**src/rtl/l1_mem_arb_pkg.sv**
```systemverilog
`default_nettype none
// +--------------------------------------------------------------------+
// | l1_mem_arb_pkg : shared opcodes, FSM states and grant IDs           |
// | Rev 1.0                                                             |
// +--------------------------------------------------------------------+
package l1_mem_arb_pkg;

  localparam logic [2:0] COP_RD = 3'b000;
  localparam logic [2:0] COP_WR = 3'b001;

  typedef enum logic [1:0] {
    ST_IDLE = 2'd0,
    ST_REQ  = 2'd1,
    ST_RESP = 2'd2
  } arb_state_e;

  localparam logic GNT_IL1 = 1'b0;
  localparam logic GNT_DL1 = 1'b1;

endpackage
`default_nettype wire

```
**src/rtl/l1_mem_arb_rr2.sv**
```systemverilog
`default_nettype none
// +--------------------------------------------------------------------+
// | l1_mem_arb_rr2 : combinational 2-way round-robin picker             |
// | Rev 1.0                                                             |
// +--------------------------------------------------------------------+
module l1_mem_arb_rr2
  import l1_mem_arb_pkg::*;
(
  input  logic i_req_il1,
  input  logic i_req_dl1,
  input  logic i_last_gnt,
  output logic o_gnt_val,
  output logic o_gnt_id
);

  always_comb begin
    o_gnt_val = i_req_il1 | i_req_dl1;
    o_gnt_id  = GNT_IL1;
    if (i_req_il1 && i_req_dl1) begin
      // On a tie the requester that did not win last time goes next.
      o_gnt_id = ~i_last_gnt;
    end else if (i_req_dl1) begin
      o_gnt_id = GNT_DL1;
    end
  end

endmodule
`default_nettype wire

```
**src/rtl/l1_mem_arb.sv**
```systemverilog
`default_nettype none
// +--------------------------------------------------------------------+
// | l1_mem_arb : il1/dl1 arbiter onto one memory port, with timeout     |
// | Rev 1.0                                                             |
// +--------------------------------------------------------------------+
module l1_mem_arb
  import l1_mem_arb_pkg::*;
#(
  parameter int AW          = 32,
  parameter int DW          = 32,
  parameter int TIMEOUT_CYC = 256
) (
  input  logic          sys_clk,
  input  logic          sys_rst,
  input  logic          il12arb_val,
  input  logic [AW-1:0] il12arb_addr,
  output logic          arb2il1_ack,
  output logic [DW-1:0] arb2il1_rdata,
  input  logic          dl12arb_val,
  input  logic [AW-1:0] dl12arb_addr,
  input  logic [2:0]    dl12arb_cop,
  input  logic [DW-1:0] dl12arb_wdata,
  input  logic [3:0]    dl12arb_be,
  output logic          arb2dl1_ack,
  output logic [DW-1:0] arb2dl1_rdata,
  output logic          arb_err,
  output logic          arb2mem_val,
  output logic [AW-1:0] arb2mem_addr,
  output logic          arb2mem_we,
  output logic [DW-1:0] arb2mem_wdata,
  output logic [3:0]    arb2mem_be,
  input  logic          mem2arb_ack,
  input  logic [DW-1:0] mem2arb_rdata
);

  localparam int             C_CW      = $clog2(TIMEOUT_CYC) + 1;
  localparam logic [C_CW-1:0] C_TO_LAST = (TIMEOUT_CYC == 0) ? '0 : C_CW'(TIMEOUT_CYC - 1);

  arb_state_e      r_state;
  arb_state_e      w_state_nxt;
  logic            r_last_gnt;
  logic            r_gnt;
  logic [AW-1:0]   r_addr;
  logic            r_we;
  logic [DW-1:0]   r_wdata;
  logic [3:0]      r_be;
  logic [C_CW-1:0] r_cnt;
  logic            r_err;
  logic [DW-1:0]   r_il1_rdata;
  logic [DW-1:0]   r_dl1_rdata;
  logic            w_gnt_val;
  logic            w_gnt_id;
  logic            w_timeout;

  l1_mem_arb_rr2 u_rr2 (
    .i_req_il1  (il12arb_val),
    .i_req_dl1  (dl12arb_val),
    .i_last_gnt (r_last_gnt),
    .o_gnt_val  (w_gnt_val),
    .o_gnt_id   (w_gnt_id)
  );

  assign w_timeout = (TIMEOUT_CYC != 0) && (r_cnt == C_TO_LAST);

  always_ff @(posedge sys_clk or posedge sys_rst) begin
    if (sys_rst) r_state <= ST_IDLE;
    else         r_state <= w_state_nxt;
  end

  always_comb begin
    w_state_nxt = r_state;
    case (r_state)
      ST_IDLE: if (w_gnt_val) w_state_nxt = ST_REQ;
      ST_REQ:  if (mem2arb_ack || w_timeout) w_state_nxt = ST_RESP;
      ST_RESP: w_state_nxt = ST_IDLE;
      default: w_state_nxt = ST_IDLE;
    endcase
  end

  always_ff @(posedge sys_clk or posedge sys_rst) begin
    if (sys_rst) begin
      r_last_gnt  <= GNT_DL1;
      r_gnt       <= GNT_IL1;
      r_addr      <= '0;
      r_we        <= 1'b0;
      r_wdata     <= '0;
      r_be        <= 4'h0;
      r_cnt       <= '0;
      r_err       <= 1'b0;
      r_il1_rdata <= '0;
      r_dl1_rdata <= '0;
    end else begin
      case (r_state)
        ST_IDLE: begin
          if (w_gnt_val) begin
            r_gnt      <= w_gnt_id;
            r_last_gnt <= w_gnt_id;
            r_cnt      <= '0;
            if (w_gnt_id == GNT_DL1) begin
              r_addr  <= dl12arb_addr;
              r_we    <= (dl12arb_cop == COP_WR);
              r_wdata <= dl12arb_wdata;
              r_be    <= dl12arb_be;
            end else begin
              r_addr  <= il12arb_addr;
              r_we    <= 1'b0;
              r_wdata <= '0;
              r_be    <= 4'hF;
            end
          end
        end
        ST_REQ: begin
          if (r_cnt != '1) r_cnt <= r_cnt + C_CW'(1);
          // A memory ack takes priority over a timeout firing in the same cycle.
          if (mem2arb_ack) begin
            r_err <= 1'b0;
            if (r_gnt == GNT_IL1) r_il1_rdata <= mem2arb_rdata;
            else                  r_dl1_rdata <= mem2arb_rdata;
          end else if (w_timeout) begin
            r_err <= 1'b1;
            if (r_gnt == GNT_IL1) r_il1_rdata <= '0;
            else                  r_dl1_rdata <= '0;
          end
        end
        default: ;
      endcase
    end
  end

  assign arb2mem_val   = (r_state == ST_REQ);
  assign arb2mem_addr  = r_addr;
  assign arb2mem_we    = r_we;
  assign arb2mem_wdata = r_wdata;
  assign arb2mem_be    = r_be;
  assign arb2il1_ack   = (r_state == ST_RESP) && (r_gnt == GNT_IL1);
  assign arb2dl1_ack   = (r_state == ST_RESP) && (r_gnt == GNT_DL1);
  assign arb_err       = (r_state == ST_RESP) && r_err;
  assign arb2il1_rdata = r_il1_rdata;
  assign arb2dl1_rdata = r_dl1_rdata;

endmodule
`default_nettype wire

```
**config.mk**
```make
export PLATFORM = sky130hd
export DESIGN_NAME = l1_mem_arb
export DESIGN_NICKNAME = d
export VERILOG_FILES = /design/src/rtl/l1_mem_arb_pkg.sv /design/src/rtl/l1_mem_arb_rr2.sv /design/src/rtl/l1_mem_arb.sv
export SDC_FILE = /design/constraint.sdc
export NUM_CORES = 1
export LEC_CHECK = 0
export ABC_AREA = 1
export CAP_MARGIN = 20
export CORE_UTILIZATION = 45
export CTS_CLUSTER_SIZE = 20
export DETAILED_ROUTE_END_ITERATION = 8
export PLACE_DENSITY = 0.85
export SKIP_CTS_REPAIR_TIMING = 1
export SLEW_MARGIN = 10
export SYNTH_ARGS = -nofsm -noshare
export SYNTH_HDL_FRONTEND = slang
export SYNTH_SLANG_ARGS = --single-unit
```
**constraint.sdc**
```tcl
create_clock -name sys_clk -period 12.7 [get_ports sys_clk]
set_input_delay 2.54 -clock sys_clk [delete_from_list [all_inputs] [get_ports sys_clk]]
set_output_delay 2.54 -clock sys_clk [all_outputs]
set_load 0.02 [all_outputs]
```
Word level (Yosys, flattened, before mapping)
Cells that the tools add are included.

Register bits: 147. Latch bits: 0. Bits in writable memories: 0. Memory bits (read-only): 0. Memories kept: 0.

Add/sub/neg operators: 1. $mul: 0. Divide/modulo/power cells: 0. Order comparisons: 0. Equal/unequal tests: 8. Shifts and indexed selects: 0. Mux-type cells: 22. Bitwise logic cells: 3. Reduce and logical (&&, ||, !) cells: 14.

Operator list (number): $mux W32 (10); $mux W9 (2); $pmux W9 S2 (1); $add A9 B1 Y9 const B (1); $eq A9 B8 Y1 const B (1); $ne A9 B9 Y1 const B (1); $reduce_and A3 Y1 (3); $ne A2 B1 Y1 const B (3); $reduce_and A2 Y1 (3); $mux W1 (5); $logic_and A1 B1 Y1 (4); $mux W2 (2); $mux W4 (1); $pmux W2 S2 (1); $reduce_bool A2 Y1 (2); $eq A3 B1 Y1 const B (1); $eq A2 B1 Y1 const B (1); $eq A2 B2 Y1 const B (1); $logic_not A2 Y1 (1); $not A1 Y1 (2); $logic_or A1 B1 Y1 (1); $or A1 B1 Y1 (1).

Depth between registers and ports, before layout
Word-level depth: 4. Depth in mapped cells: 12. Depth with buffers taken out: 11.

Cells and area by module
From an unflattened synthesis, not the netlist that was laid out.

Cell total of the unflattened synthesis: 596. Area total of the unflattened synthesis: 6045.8 um^2.

By module, submodules not included: l1_mem_arb (times used 1, cells an instance 593, area an instance 6030.8 um^2); l1_mem_arb_rr2 (times used 1, cells an instance 3, area an instance 15.0 um^2).

Least setup slack after synthesis
OpenSTA, ideal clock, no wires.

Path type: register to output. From: reg r_state[0]. To: out arb2dl1_ack. Data arrival time: 993 ps. Required time: 10160 ps. Path slack: 9167 ps. Cell stages (with the launch flop): 3. Cells stage by stage: dfrtp_1 -> or2_2 -> nor2_1.

Longest elaborated chain between the ends: 2.

Ends and longest elaborated chain: start, declared (line l1_mem_arb.sv:39) `arb_state_e r_state;`; start signal, assigned (line l1_mem_arb.sv:67) `else r_state <= w_state_nxt;`; $eq A2 B2 Y1 (line l1_mem_arb.sv:136) `assign arb2dl1_ack = (r_state == ST_RESP) && (r_gnt == GNT_DL1);`; $logic_and A1 B1 Y1 (line l1_mem_arb.sv:136); end, declared (line l1_mem_arb.sv:24) `output logic arb2dl1_ack,`.

No other way between the ends.

Final worst setup path
From: in dl12arb_val. To: reg r_addr[19], in the netlist arb2mem_addr[19].

Longest elaborated chain between the ends: 3. Elaborated cells between the ends (all ways): 6. Those cells by class: 3 x mux; 1 x bitwise; 2 x reduce/logical.

Ends and longest elaborated chain: start, declared (line l1_mem_arb.sv:19) `input logic dl12arb_val,`; $mux W1 or $logic_and A1 B1 Y1 (tied branches) (line l1_mem_arb_rr2.sv:22, l1_mem_arb_rr2.sv:19); $mux W1 (line l1_mem_arb_rr2.sv:19) `if (i_req_il1 && i_req_dl1) begin`; $mux W32 (line l1_mem_arb.sv:99) `if (w_gnt_id == GNT_DL1) begin`; end signal, assigned (line l1_mem_arb.sv:100) `r_addr <= dl12arb_addr;`; end signal, assigned (line l1_mem_arb.sv:105) `r_addr <= il12arb_addr;`; end, declared (line l1_mem_arb.sv:43) `logic [AW-1:0] r_addr;`.

Parallel ways exist; a longest one is shown, timed or not. A chain may end at the register's enable or synchronous reset.

==> impl_metrics.toml <==
[detailed_routing]
detail_route.wl_per_cell_um = 15.9
first_iter_violations = 356
drcViolationCount = 0
drt-total-wl_um = 17900
first_pass_iters = 5
viasPerCell = 4.93
vias = 5530
ant_nets = 0

[placed_design]
pre_cts_ws_ps = 7790
hpwl_um = 12500
dp.cells = 1090
gp_congestion = 0.844
portBuffers = 276

[cts]
cts_inserted_buffers = 17
cts_root_buf = "clkbuf_16"
cts-htree-levels = 4
cts_max_path_buffers = 2
clock-sinks = 147
path_clk_slew_ps = 60
cts_tree = "done"
clock_latency_ps = 420

[critical_path]
rrSetupSlack_ps = 10210
startpoint_type = "input pin"
r2r_end = "arb2mem_addr[19]$_DFFE_PP0P_"
worstSetupPathType = "input pin to register"
crit_path_end = "arb2mem_addr[19]$_DFFE_PP0P_"
cp-end-kind = "register"
arrival_ps = 4870
critPathLaunch = "dl12arb_val"
cp_max_fo = 48
r2r_cells = 6
r2r_start = "r_state[0]$_DFFE_PP0P_"
required_ps = 13020

[synthesis]
netlist_instances = 672
synth_top_cell_by_area = "dfrtp_1"
syn-num-nets = 815
seq_area_frac_synth_pct = 59.2
synth-seq-cells = 147
yosysTopAreaCellShare_pct = 58.8
avgSynthCellArea_um2 = 9.25
synth_area_mm2 = 0.00622
yosysUniqueCellTypes = 26
yosysWarnings = 0
synth_area_leaders = "dfrtp_1 (59%), nand2_1 (14%), o21ai_2 (5.2%)"

[timing]
slew_viol_final = 0
fmax_mhz = 220
worst_pin_slew_ps = 912
fin_skew_ps = 9.29
grt_setup_unrepaired = "false"
tns_ps = 0
timing.final.crit_period_ps = 4550
setup_ws_ps = 8150
finalSetupViolCount = 0
slew_headroom_pct = 39.2
fin_crit_sh_pct = 35.8
finalHoldViolCount = 0

[die]
core_area_mm2 = 0.0133
die-area_mm2 = 0.0143
io_pins = 277
start_util_pct = 46.6
row_count = 42
die_y_um = 120
die_x_um = 120

[grt]
grt_pass1_vias = 5455
grt_pass1_wl_um = 28300
grt_max_degree = 76
antenna_found_initial = 0
grt_usage_pct = 25.8
grt_overflow_total = 0

[pwr]
p_total_w = 0.00233
peakVddDrop_mv = 0.158
leakage_nw = 4.29
p_per_area_mw_per_mm2 = 246

[finish]
diodes = 0
multi_input_area_mm2 = 0.00216
drive_gt1_share_pct = 8.56
final_cells = 1122
regArea_mm2 = 0.00368
nets = 1076
utilization_pct = 71.1
fill_cells = 1019
syn2layout_area_growth_pct = 52.6

[worst_hold_path]
holdPathStages = 2
min_path_type = "register to register"

[job]
cap_viol_max_count = 0

[status]
status = "completed"
synthesized netlist by cell type:
cell,n
nor2_8,1
dfrtp_1,146
buf_6,16
nand2_2,2
nor2_1,61
nor2_4,1
nor2_2,1
o21ai_1,40
inv_2,3
inv_1,18
o21ai_0,56
dfstp_2,1
buf_4,4
nor3b_1,1
o31ai_1,1
a21oi_1,6
nand3_1,8
nand2_4,2
nor3_1,4
a21oi_2,1
or2_2,1
ha_1,3
buf_2,12
nand2_1,240
o21ai_2,37
clkbuf_1,6
sequential cells by signal, summed over array words and instances, names as in the netlist:
name           cells
arb2mem_be         4
r_err              1
arb2il1_rdata     32
arb2dl1_rdata     32
r_last_gnt         1
r_gnt              1
arb2mem_wdata     32
r_cnt              9
arb2mem_addr      32
arb2mem_we         1
r_state            2
cells in the final DEF (no fill, tap or decap), drive strengths merged:
cell type      netlist  routed
o21ai              133     133
inv                 21      21
clkinv               0       5
clkbuf               6      26
nor3                 4       4
o31ai                1       1
buf                 32       4
nand2              244     244
a21oi                7       7
nor3b                1       1
bufinv               0       1
or2                  1       1
dfstp                1       1
dfrtp              146     146
clkdlybuf4s50        0     276
nand3                8       8
nor2                64      64
ha                   3       3
final cells by class:
class	instances	share of cell area, %
Inverter	21	0.884
Timing Repair Buffer	280	29.4
Clock inverter	6	0.580
Sequential cell	147	38.8
Tap cell	176	2.32
Clock buffer	26	5.16
Multi-Input combinational cell	466	22.8
kinds of logic after synthesis:
kind of cell	synth area share (%)
AO/OA/AOI/OAI	13.7
adder cells (fa/ha/maj)	0.604
buffers and inverters	5.98
flip-flops	59.2
AND/OR/NAND/NOR	20.5
per-stage QoR:
step                cell area (µm²)  hold slack (ps)
detailed placement             8940              464
global placement               8940              461
CTS                            9490              480
finish                         9490              476
floorplan                      6220              455
global route                   9490              495
where the power goes:
group	switching, W	total (W)	internal (W)	leakage [nW]
Sequential	0.000116	0.000786	0.000670	1.88
Combinational	0.000605	0.00109	0.000481	2.13
Clock	0.000179	0.000462	0.000283	0.272
worst max-delay path, stage by stage:
cell and delay [ps]:
clkdlybuf4s50_1 510, inv_1 80, nand2_1 70, nand2_2 310, buf_4 440, inv_2 500, o21ai_0 190, o21ai_0 220
metal layers:
layer / share of wire (%) / GRT usage (%) / vias to the layer above
li1: - / - / 2669
met1: 40 / 31.9 / 2597
met2: 50 / 41.9 / 213
met3: 5.5 / 5.23 / 51
met4: 4.5 / 15.5 / 0
met5: 0 / 0 / -
worst min-delay path by stage:
stage | end | start | slack (ps)
floorplan | r_last_gnt$_DFFE_PP1P_ | r_last_gnt$_DFFE_PP1P_ | 460
global placement | arb2mem_wdata[15]$_DFFE_PP0P_ | arb2mem_wdata[15]$_DFFE_PP0P_ | 460
detailed placement | arb2mem_wdata[19]$_DFFE_PP0P_ | arb2mem_wdata[19]$_DFFE_PP0P_ | 460
CTS | arb2mem_wdata[16]$_DFFE_PP0P_ | arb2mem_wdata[16]$_DFFE_PP0P_ | 480
global route | arb2il1_rdata[5]$_DFFE_PP0P_ | arb2il1_rdata[5]$_DFFE_PP0P_ | 500
finish | arb2mem_wdata[16]$_DFFE_PP0P_ | arb2mem_wdata[16]$_DFFE_PP0P_ | 480
(Power assumes the default switching activity.)
